[src/rtl/vga_pattern_pkg.sv]
`default_nettype none
// ---------------------------------------------------------------------------
// vga_pattern_pkg : pattern encodings and colour constants.  Rev 1.0
// ---------------------------------------------------------------------------
package vga_pattern_pkg;

  typedef enum logic [1:0] {
    PAT_BARS    = 2'd0,
    PAT_CHECKER = 2'd1,
    PAT_SCROLL  = 2'd2,
    PAT_GRID    = 2'd3
  } pattern_e;

  localparam logic [11:0] COL_WHITE   = 12'hFFF;
  localparam logic [11:0] COL_BLACK   = 12'h000;
  localparam logic [11:0] COL_GRID_BG = 12'h003;

  function automatic pattern_e next_pattern(input pattern_e p);
    case (p)
      PAT_BARS:    return PAT_CHECKER;
      PAT_CHECKER: return PAT_SCROLL;
      PAT_SCROLL:  return PAT_GRID;
      default:     return PAT_BARS;
    endcase
  endfunction

endpackage
`default_nettype wire

[src/rtl/vga_pattern_gen_if.sv]
`default_nettype none
// ---------------------------------------------------------------------------
// vga_pattern_gen_if : coordinate/sync stream in, RGB/sync stream out. Rev 1.0
// ---------------------------------------------------------------------------
interface vga_pattern_gen_if;
  import vga_pattern_pkg::*;

  logic [9:0] x;
  logic [9:0] y;
  logic       in_frame;
  logic       hsync;
  logic       vsync;
  logic       pat_next;
  logic       auto_en;
  logic [3:0] r;
  logic [3:0] g;
  logic [3:0] b;
  logic       hsync_o;
  logic       vsync_o;
  logic       de_o;
  pattern_e   pattern;

  modport master (
    output x, y, in_frame, hsync, vsync, pat_next, auto_en,
    input  r, g, b, hsync_o, vsync_o, de_o, pattern
  );

  modport slave (
    input  x, y, in_frame, hsync, vsync, pat_next, auto_en,
    output r, g, b, hsync_o, vsync_o, de_o, pattern
  );
endinterface
`default_nettype wire

[src/rtl/vga_pattern_ctrl.sv]
`default_nettype none
// ---------------------------------------------------------------------------
// vga_pattern_ctrl : frame/button request tracking and pattern state. Rev 1.0
// ---------------------------------------------------------------------------
module vga_pattern_ctrl
  import vga_pattern_pkg::*;
#(
  parameter int VSYNC_POL   = 1,
  parameter int AUTO_FRAMES = 120
) (
  input  logic       clk,
  input  logic       reset,
  input  logic       vsync_s1,
  input  logic       pat_next,
  input  logic       auto_en,
  output pattern_e   pattern,
  output logic [7:0] frame_cnt
);

  localparam logic       VS_ACTIVE  = (VSYNC_POL != 0);
  localparam logic [7:0] DWELL_LAST = 8'(AUTO_FRAMES - 1);

  pattern_e   state, state_nxt;
  logic       vs_prev, pn_prev;
  logic       pending, pending_nxt;
  logic [7:0] dwell, dwell_nxt, frame_cnt_nxt;
  logic       frame_edge, pat_edge, auto_hit;

  assign frame_edge = (vsync_s1 == VS_ACTIVE) && (vs_prev != VS_ACTIVE);
  assign pat_edge   = pat_next && !pn_prev;
  assign pattern    = state;

  // History resets high so a button held through reset is not seen as a press.
  always_ff @(posedge clk) begin
    if (reset) begin
      state     <= PAT_BARS;
      vs_prev   <= 1'b0;
      pn_prev   <= 1'b1;
      pending   <= 1'b0;
      dwell     <= 8'd0;
      frame_cnt <= 8'd0;
    end else begin
      state     <= state_nxt;
      vs_prev   <= vsync_s1;
      pn_prev   <= pat_next;
      pending   <= pending_nxt;
      dwell     <= dwell_nxt;
      frame_cnt <= frame_cnt_nxt;
    end
  end

  // The auto request joins the pending one at the boundary where the dwell
  // expires, so AUTO_FRAMES is the exact period and a coinciding manual
  // request merges into the same single advance.
  always_comb begin
    state_nxt     = state;
    pending_nxt   = pending || pat_edge;
    dwell_nxt     = auto_en ? dwell : 8'd0;
    frame_cnt_nxt = frame_cnt;
    auto_hit      = 1'b0;
    if (frame_edge) begin
      frame_cnt_nxt = frame_cnt + 8'd1;
      auto_hit      = auto_en && (dwell == DWELL_LAST);
      if (pending || auto_hit) begin
        state_nxt   = next_pattern(state);
        pending_nxt = pat_edge;
        dwell_nxt   = 8'd0;
      end else if (auto_en) begin
        dwell_nxt = dwell + 8'd1;
      end
    end
  end

endmodule
`default_nettype wire

[src/rtl/vga_pattern_gen.sv]
`default_nettype none
// ---------------------------------------------------------------------------
// vga_pattern_gen : two-stage test-card colour pipeline after VGA timing. Rev 1.0
// ---------------------------------------------------------------------------
module vga_pattern_gen
  import vga_pattern_pkg::*;
#(
  parameter int H_ACTIVE    = 800,
  parameter int V_ACTIVE    = 600,
  parameter int VSYNC_POL   = 1,
  parameter int AUTO_FRAMES = 120
) (
  input  logic              clk,
  input  logic              reset,
  vga_pattern_gen_if.slave  bus
);

  localparam logic [9:0] X_LAST = 10'(H_ACTIVE - 1);
  localparam logic [9:0] Y_LAST = 10'(V_ACTIVE - 1);

  logic [9:0]  x_s1, y_s1;
  logic        de_s1, hs_s1, vs_s1;
  pattern_e    pattern;
  logic [7:0]  frame_cnt;
  logic [3:0]  scroll_r;
  logic        grid_line;
  logic [11:0] colour;

  always_ff @(posedge clk) begin
    if (reset) begin
      x_s1  <= 10'd0;
      y_s1  <= 10'd0;
      de_s1 <= 1'b0;
      hs_s1 <= 1'b0;
      vs_s1 <= 1'b0;
    end else begin
      x_s1  <= bus.x;
      y_s1  <= bus.y;
      de_s1 <= bus.in_frame;
      hs_s1 <= bus.hsync;
      vs_s1 <= bus.vsync;
    end
  end

  vga_pattern_ctrl #(
    .VSYNC_POL   (VSYNC_POL),
    .AUTO_FRAMES (AUTO_FRAMES)
  ) u_ctrl (
    .clk       (clk),
    .reset     (reset),
    .vsync_s1  (vs_s1),
    .pat_next  (bus.pat_next),
    .auto_en   (bus.auto_en),
    .pattern   (pattern),
    .frame_cnt (frame_cnt)
  );

  assign bus.pattern = pattern;

  always_comb begin
    scroll_r  = x_s1[7:4] + frame_cnt[3:0];
    grid_line = (x_s1[4:0] == 5'd0) || (y_s1[4:0] == 5'd0) ||
                (x_s1 == X_LAST)    || (y_s1 == Y_LAST);
    colour    = COL_BLACK;
    if (de_s1) begin
      case (pattern)
        PAT_BARS:    colour = {{4{x_s1[9]}}, {4{x_s1[8]}}, {4{x_s1[7]}}};
        PAT_CHECKER: colour = (x_s1[5] ^ y_s1[5]) ? COL_WHITE : COL_BLACK;
        PAT_SCROLL:  colour = {scroll_r, y_s1[8:5], frame_cnt[7:4]};
        default:     colour = grid_line ? COL_WHITE : COL_GRID_BG;
      endcase
    end
  end

  always_ff @(posedge clk) begin
    if (reset) begin
      bus.r       <= 4'd0;
      bus.g       <= 4'd0;
      bus.b       <= 4'd0;
      bus.hsync_o <= 1'b0;
      bus.vsync_o <= 1'b0;
      bus.de_o    <= 1'b0;
    end else begin
      {bus.r, bus.g, bus.b} <= colour;
      bus.hsync_o           <= hs_s1;
      bus.vsync_o           <= vs_s1;
      bus.de_o              <= de_s1;
    end
  end

endmodule
`default_nettype wire

[src/flat_wrapper.sv]
// flat-port wrapper written by rule: the top's interface ports become plain ports
module vga_pattern_gen_flat import vga_pattern_pkg::*;
#(
  parameter int H_ACTIVE    = 800,
  parameter int V_ACTIVE    = 600,
  parameter int VSYNC_POL   = 1,
  parameter int AUTO_FRAMES = 120
)
  (clk, reset, bus_x, bus_y, bus_in_frame, bus_hsync, bus_vsync, bus_pat_next, bus_auto_en, bus_r, bus_g, bus_b, bus_hsync_o, bus_vsync_o, bus_de_o, bus_pattern);
  vga_pattern_gen_if bus_i ();
  input  logic clk;
  input  logic reset;
  input wire logic [$bits(bus_i.x)-1:0] bus_x;
  input wire logic [$bits(bus_i.y)-1:0] bus_y;
  input wire logic [$bits(bus_i.in_frame)-1:0] bus_in_frame;
  input wire logic [$bits(bus_i.hsync)-1:0] bus_hsync;
  input wire logic [$bits(bus_i.vsync)-1:0] bus_vsync;
  input wire logic [$bits(bus_i.pat_next)-1:0] bus_pat_next;
  input wire logic [$bits(bus_i.auto_en)-1:0] bus_auto_en;
  output wire logic [$bits(bus_i.r)-1:0] bus_r;
  output wire logic [$bits(bus_i.g)-1:0] bus_g;
  output wire logic [$bits(bus_i.b)-1:0] bus_b;
  output wire logic [$bits(bus_i.hsync_o)-1:0] bus_hsync_o;
  output wire logic [$bits(bus_i.vsync_o)-1:0] bus_vsync_o;
  output wire logic [$bits(bus_i.de_o)-1:0] bus_de_o;
  output wire logic [$bits(bus_i.pattern)-1:0] bus_pattern;
  assign bus_i.x = bus_x;
  assign bus_i.y = bus_y;
  assign bus_i.in_frame = bus_in_frame;
  assign bus_i.hsync = bus_hsync;
  assign bus_i.vsync = bus_vsync;
  assign bus_i.pat_next = bus_pat_next;
  assign bus_i.auto_en = bus_auto_en;
  assign bus_r = bus_i.r;
  assign bus_g = bus_i.g;
  assign bus_b = bus_i.b;
  assign bus_hsync_o = bus_i.hsync_o;
  assign bus_vsync_o = bus_i.vsync_o;
  assign bus_de_o = bus_i.de_o;
  assign bus_pattern = bus_i.pattern;
  vga_pattern_gen #(.H_ACTIVE(H_ACTIVE), .V_ACTIVE(V_ACTIVE), .VSYNC_POL(VSYNC_POL), .AUTO_FRAMES(AUTO_FRAMES)) u_core (.clk(clk), .reset(reset), .bus(bus_i));
endmodule
[config.mk]
export PLATFORM = sky130hd
export DESIGN_NAME = vga_pattern_gen_flat
export DESIGN_NICKNAME = d
export VERILOG_FILES = /design/src/rtl/vga_pattern_pkg.sv /design/src/rtl/vga_pattern_gen_if.sv /design/src/rtl/vga_pattern_ctrl.sv /design/src/rtl/vga_pattern_gen.sv /design/src/flat_wrapper.sv
export SDC_FILE = /design/constraint.sdc
export NUM_CORES = 1
export LEC_CHECK = 0
export CAP_MARGIN = 15
export CORE_UTILIZATION = 51
export CTS_CLUSTER_DIAMETER = 120
export DETAILED_ROUTE_END_ITERATION = 16
export HOLD_SLACK_MARGIN = 0.08
export PLACE_DENSITY = 0.79
export SYNTH_ARGS = -nofsm -noshare
export SYNTH_HDL_FRONTEND = slang
export SYNTH_SLANG_ARGS = --single-unit
export TNS_END_PERCENT = 30
[constraint.sdc]
create_clock -name clk -period 1.71 [get_ports clk]
set_input_delay 0.171 -clock clk [delete_from_list [all_inputs] [get_ports clk]]
set_output_delay 0.171 -clock clk [all_outputs]
set_load 0.05 [all_outputs]
==> results.json <==
{
  "clkSinkCount": 58,
  "synthFlopType": "dfxtp_1",
  "layout_common_cells": "dfxtp_1 (56), clkdlybuf4s50_1 (41), nor2b_1 (27)",
  "numCtsBuffers": 9,
  "cp.required_ps": 1540,
  "power_density_mw_per_mm2": 977,
  "viasPerCell": 5.16,
  "min_period_over_period": 0.989,
  "final_cells": 334,
  "clkLatencyLatePin_ps": 340,
  "antenna_found_initial": 0,
  "finalSetupTns_ps": 0,
  "n_antenna_cell": 0,
  "dr.pass1.iters": 5,
  "final_core_util": 0.726,
  "finalWeightedCongestion": 0.872,
  "clkTransAtPathRegs_ps": 60,
  "multi_input_comb_area_mm2": 0.00105,
  "ant_nets": 0,
  "cp.depth": 1,
  "crit_start": "u_core.u_ctrl.pattern[1]",
  "start_util": 0.546,
  "cp_slowest_cell": "clkdlybuf4s50_1",
  "die_x_um": 68.6,
  "critPathMaxStageDelay_ps": 810,
  "top_layer_used": "met4",
  "avgSynthCellArea_um2": 10.0,
  "synthesis.area_mm2": 0.00226,
  "finalSetupViolations": 0,
  "fin_skew_ps": 3.69,
  "hp-class": "in2reg",
  "grt_pass1_wl_um": 7380,
  "vdd_drop_max_mv": 0.572,
  "pre_cts_slack_ps": 46.0,
  "cp-end-kind": "output pin",
  "r2r-end": "u_core.u_ctrl.pattern[1]",
  "die_area_mm2": 0.00471,
  "cp.arrival_ps": 1520,
  "htree_num_levels": 3,
  "synth-seq-area-share": 0.513,
  "hold_violations": 0,
  "slew_headroom": 0.658,
  "crit_chain": "clkdlybuf4s50_1",
  "ys_warn_count": 0,
  "start_kind": "register",
  "tightest_slew_ps": 512,
  "overflow": 0,
  "placed_cell_area_mm2": 0.00280,
  "max_freq_mhz": 591,
  "synth_nets": 263,
  "synth_edf_count": 0,
  "final_common_cell": "dfxtp_1",
  "syn_inst": 226,
  "r2r-start": "u_core.u_ctrl.dwell[0]",
  "ff_latch_area_mm2": 0.00116,
  "placed_cells": 319,
  "period_minus_slack_ps": 1690,
  "setup_ws_ps": 18.3,
  "fill_cells": 319,
  "grt_pass1_vias": 1668,
  "synth-async-reset-ratio": 0,
  "fin_nets": 317,
  "p_leak_nw": 1.20,
  "crit_family": "buffers and inverters",
  "grt_max_degree": 20,
  "ys_ff_latch": 58,
  "finalPower_mw": 2.94,
  "cts_tree": "yes",
  "path_buf_inv": 1,
  "syn_to_final_growth_pct": 32.8,
  "dp_hpwl_um": 3110,
  "rows": 23,
  "vias": 1723,
  "wl_per_cell_um": 13.0,
  "clockBufferDepth": 2,
  "drt_iter0_markers": 139,
  "rsz0062_at_grt": "true",
  "met1Wirelength_um": 2030,
  "drc_errors": 0,
  "drive_gt1_frac": 0.113,
  "setup.worst_path.end": "bus_pattern[1]",
  "critical_path.max_fanout": 4,
  "portBuffers": 43,
  "root_buffer": "clkbuf_8",
  "wl_met3_um": 206,
  "met2_length_um": 2050,
  "die_h_um": 68.6,
  "wl_um": 4360,
  "num_io_pins": 44,
  "grt.total_usage": 0.222,
  "whs_ps": 384,
  "core_area_mm2": 0.00414,
  "status": "finished clean",
  "slew_violations": 0,
  "r2r.worst_path.cells": 5,
  "ys_types": 43,
  "r2r_slack_ps": 100,
  "drv_cap": 0,
  "critical_path_class": "reg2out",
  "design_area_mm2": 0.00301
}
[worst min path at each step]
stage | cells after the start | to | start
6_report | 2 | u_core.y_s1[8] | bus_y[8]
5_1_grt | 2 | u_core.de_s1 | bus_in_frame
4_1_cts | 2 | u_core.x_s1[1] | bus_x[1]
3_5_place_dp | 1 | u_core.bus.hsync_o | u_core.hs_s1
3_3_place_gp | 1 | u_core.bus.hsync_o | u_core.hs_s1
2_1_floorplan | 1 | u_core.u_ctrl.pn_prev | bus_pat_next
[cells in the mapped netlist, types with 2 or more instances]
cell type   n  area (um2)
a21o_1      2        15.0
a221oi_1    3        26.3
inv_1       5        18.8
nand4_1     7        43.8
xnor2_1     5        43.8
a211oi_1    9        67.6
o21a_1      2        15.0
a21oi_1    13        65.1
o21ai_0     2        10.0
and4b_1     2        20.0
o31ai_1     2        15.0
ha_1        9         113
nor2b_1    27         169
nand2b_1    3        18.8
nand2_1    13        48.8
dfxtp_1    58        1160
and3_1      4        25.0
clkbuf_1    7        26.3
a221o_1     2        20.0
xor2_1     10        87.6
nor2_1     18        67.6
nand3_1     2        10.0
[layer usage]
metal / vias to the layer above / track usage
met5: - / 0
met4: 0 / 0.0964
met3: 11 / 0.0905
met2: 56 / 0.337
met1: 764 / 0.274
li1: 892 / -
[area by class of cell]
type | instances | share of cell area
clock inverter | 2 | 0.0117
timing repair buffer | 53 | 0.170
sequential | 58 | 0.387
inverter | 5 | 0.00624
clock buffer | 13 | 0.0562
multi-input combinational | 153 | 0.348
tap | 50 | 0.0208
[worst register-to-register path, stage by stage, from the launching register on]
cell,delay (ps)
dfxtp_1,370
ha_2,230
and4b_1,190
a31oi_1,150
or4b_1,500
o31ai_1,80
[cell families (layout without fill, tap and decap cells)]
family | count (synthesis) | count (layout) | synth area share
DFF | 58 | 58 | 0.513
and+or+nand+nor | 87 | 87 | 0.220
buffers and inverters | 15 | 73 | 0.0260
xor gates and xnor gates | 15 | 15 | 0.0580
adders and majority gates | 10 | 10 | 0.0586
AOI/OAI and AO/OA | 41 | 41 | 0.125
[what timing repair did]
item                       CTS  global route
setup endpoints to repair    0             3
setup buffers                0             0
resized for setup            0             3
hold buffers                 0             0
[sequential cells by signal (all words and copies together), names as in the netlist, 2 cells and up]
signal	cells
u_core.x_s1	10
u_core.y_s1	10
u_core.u_ctrl.dwell	8
u_core.u_ctrl.frame_cnt	8
u_core.bus.b	4
u_core.bus.g	4
u_core.bus.r	4
u_core.u_ctrl.pattern	2
[report_power, final]
part           leakage (nW)  internal, mW  switching (mW)
clock                 0.106         0.781           0.500
sequential            0.476          1.40          0.0254
combinational         0.620         0.126           0.110
total                  1.20          2.30           0.635
(Power assumes the default switching activity.)
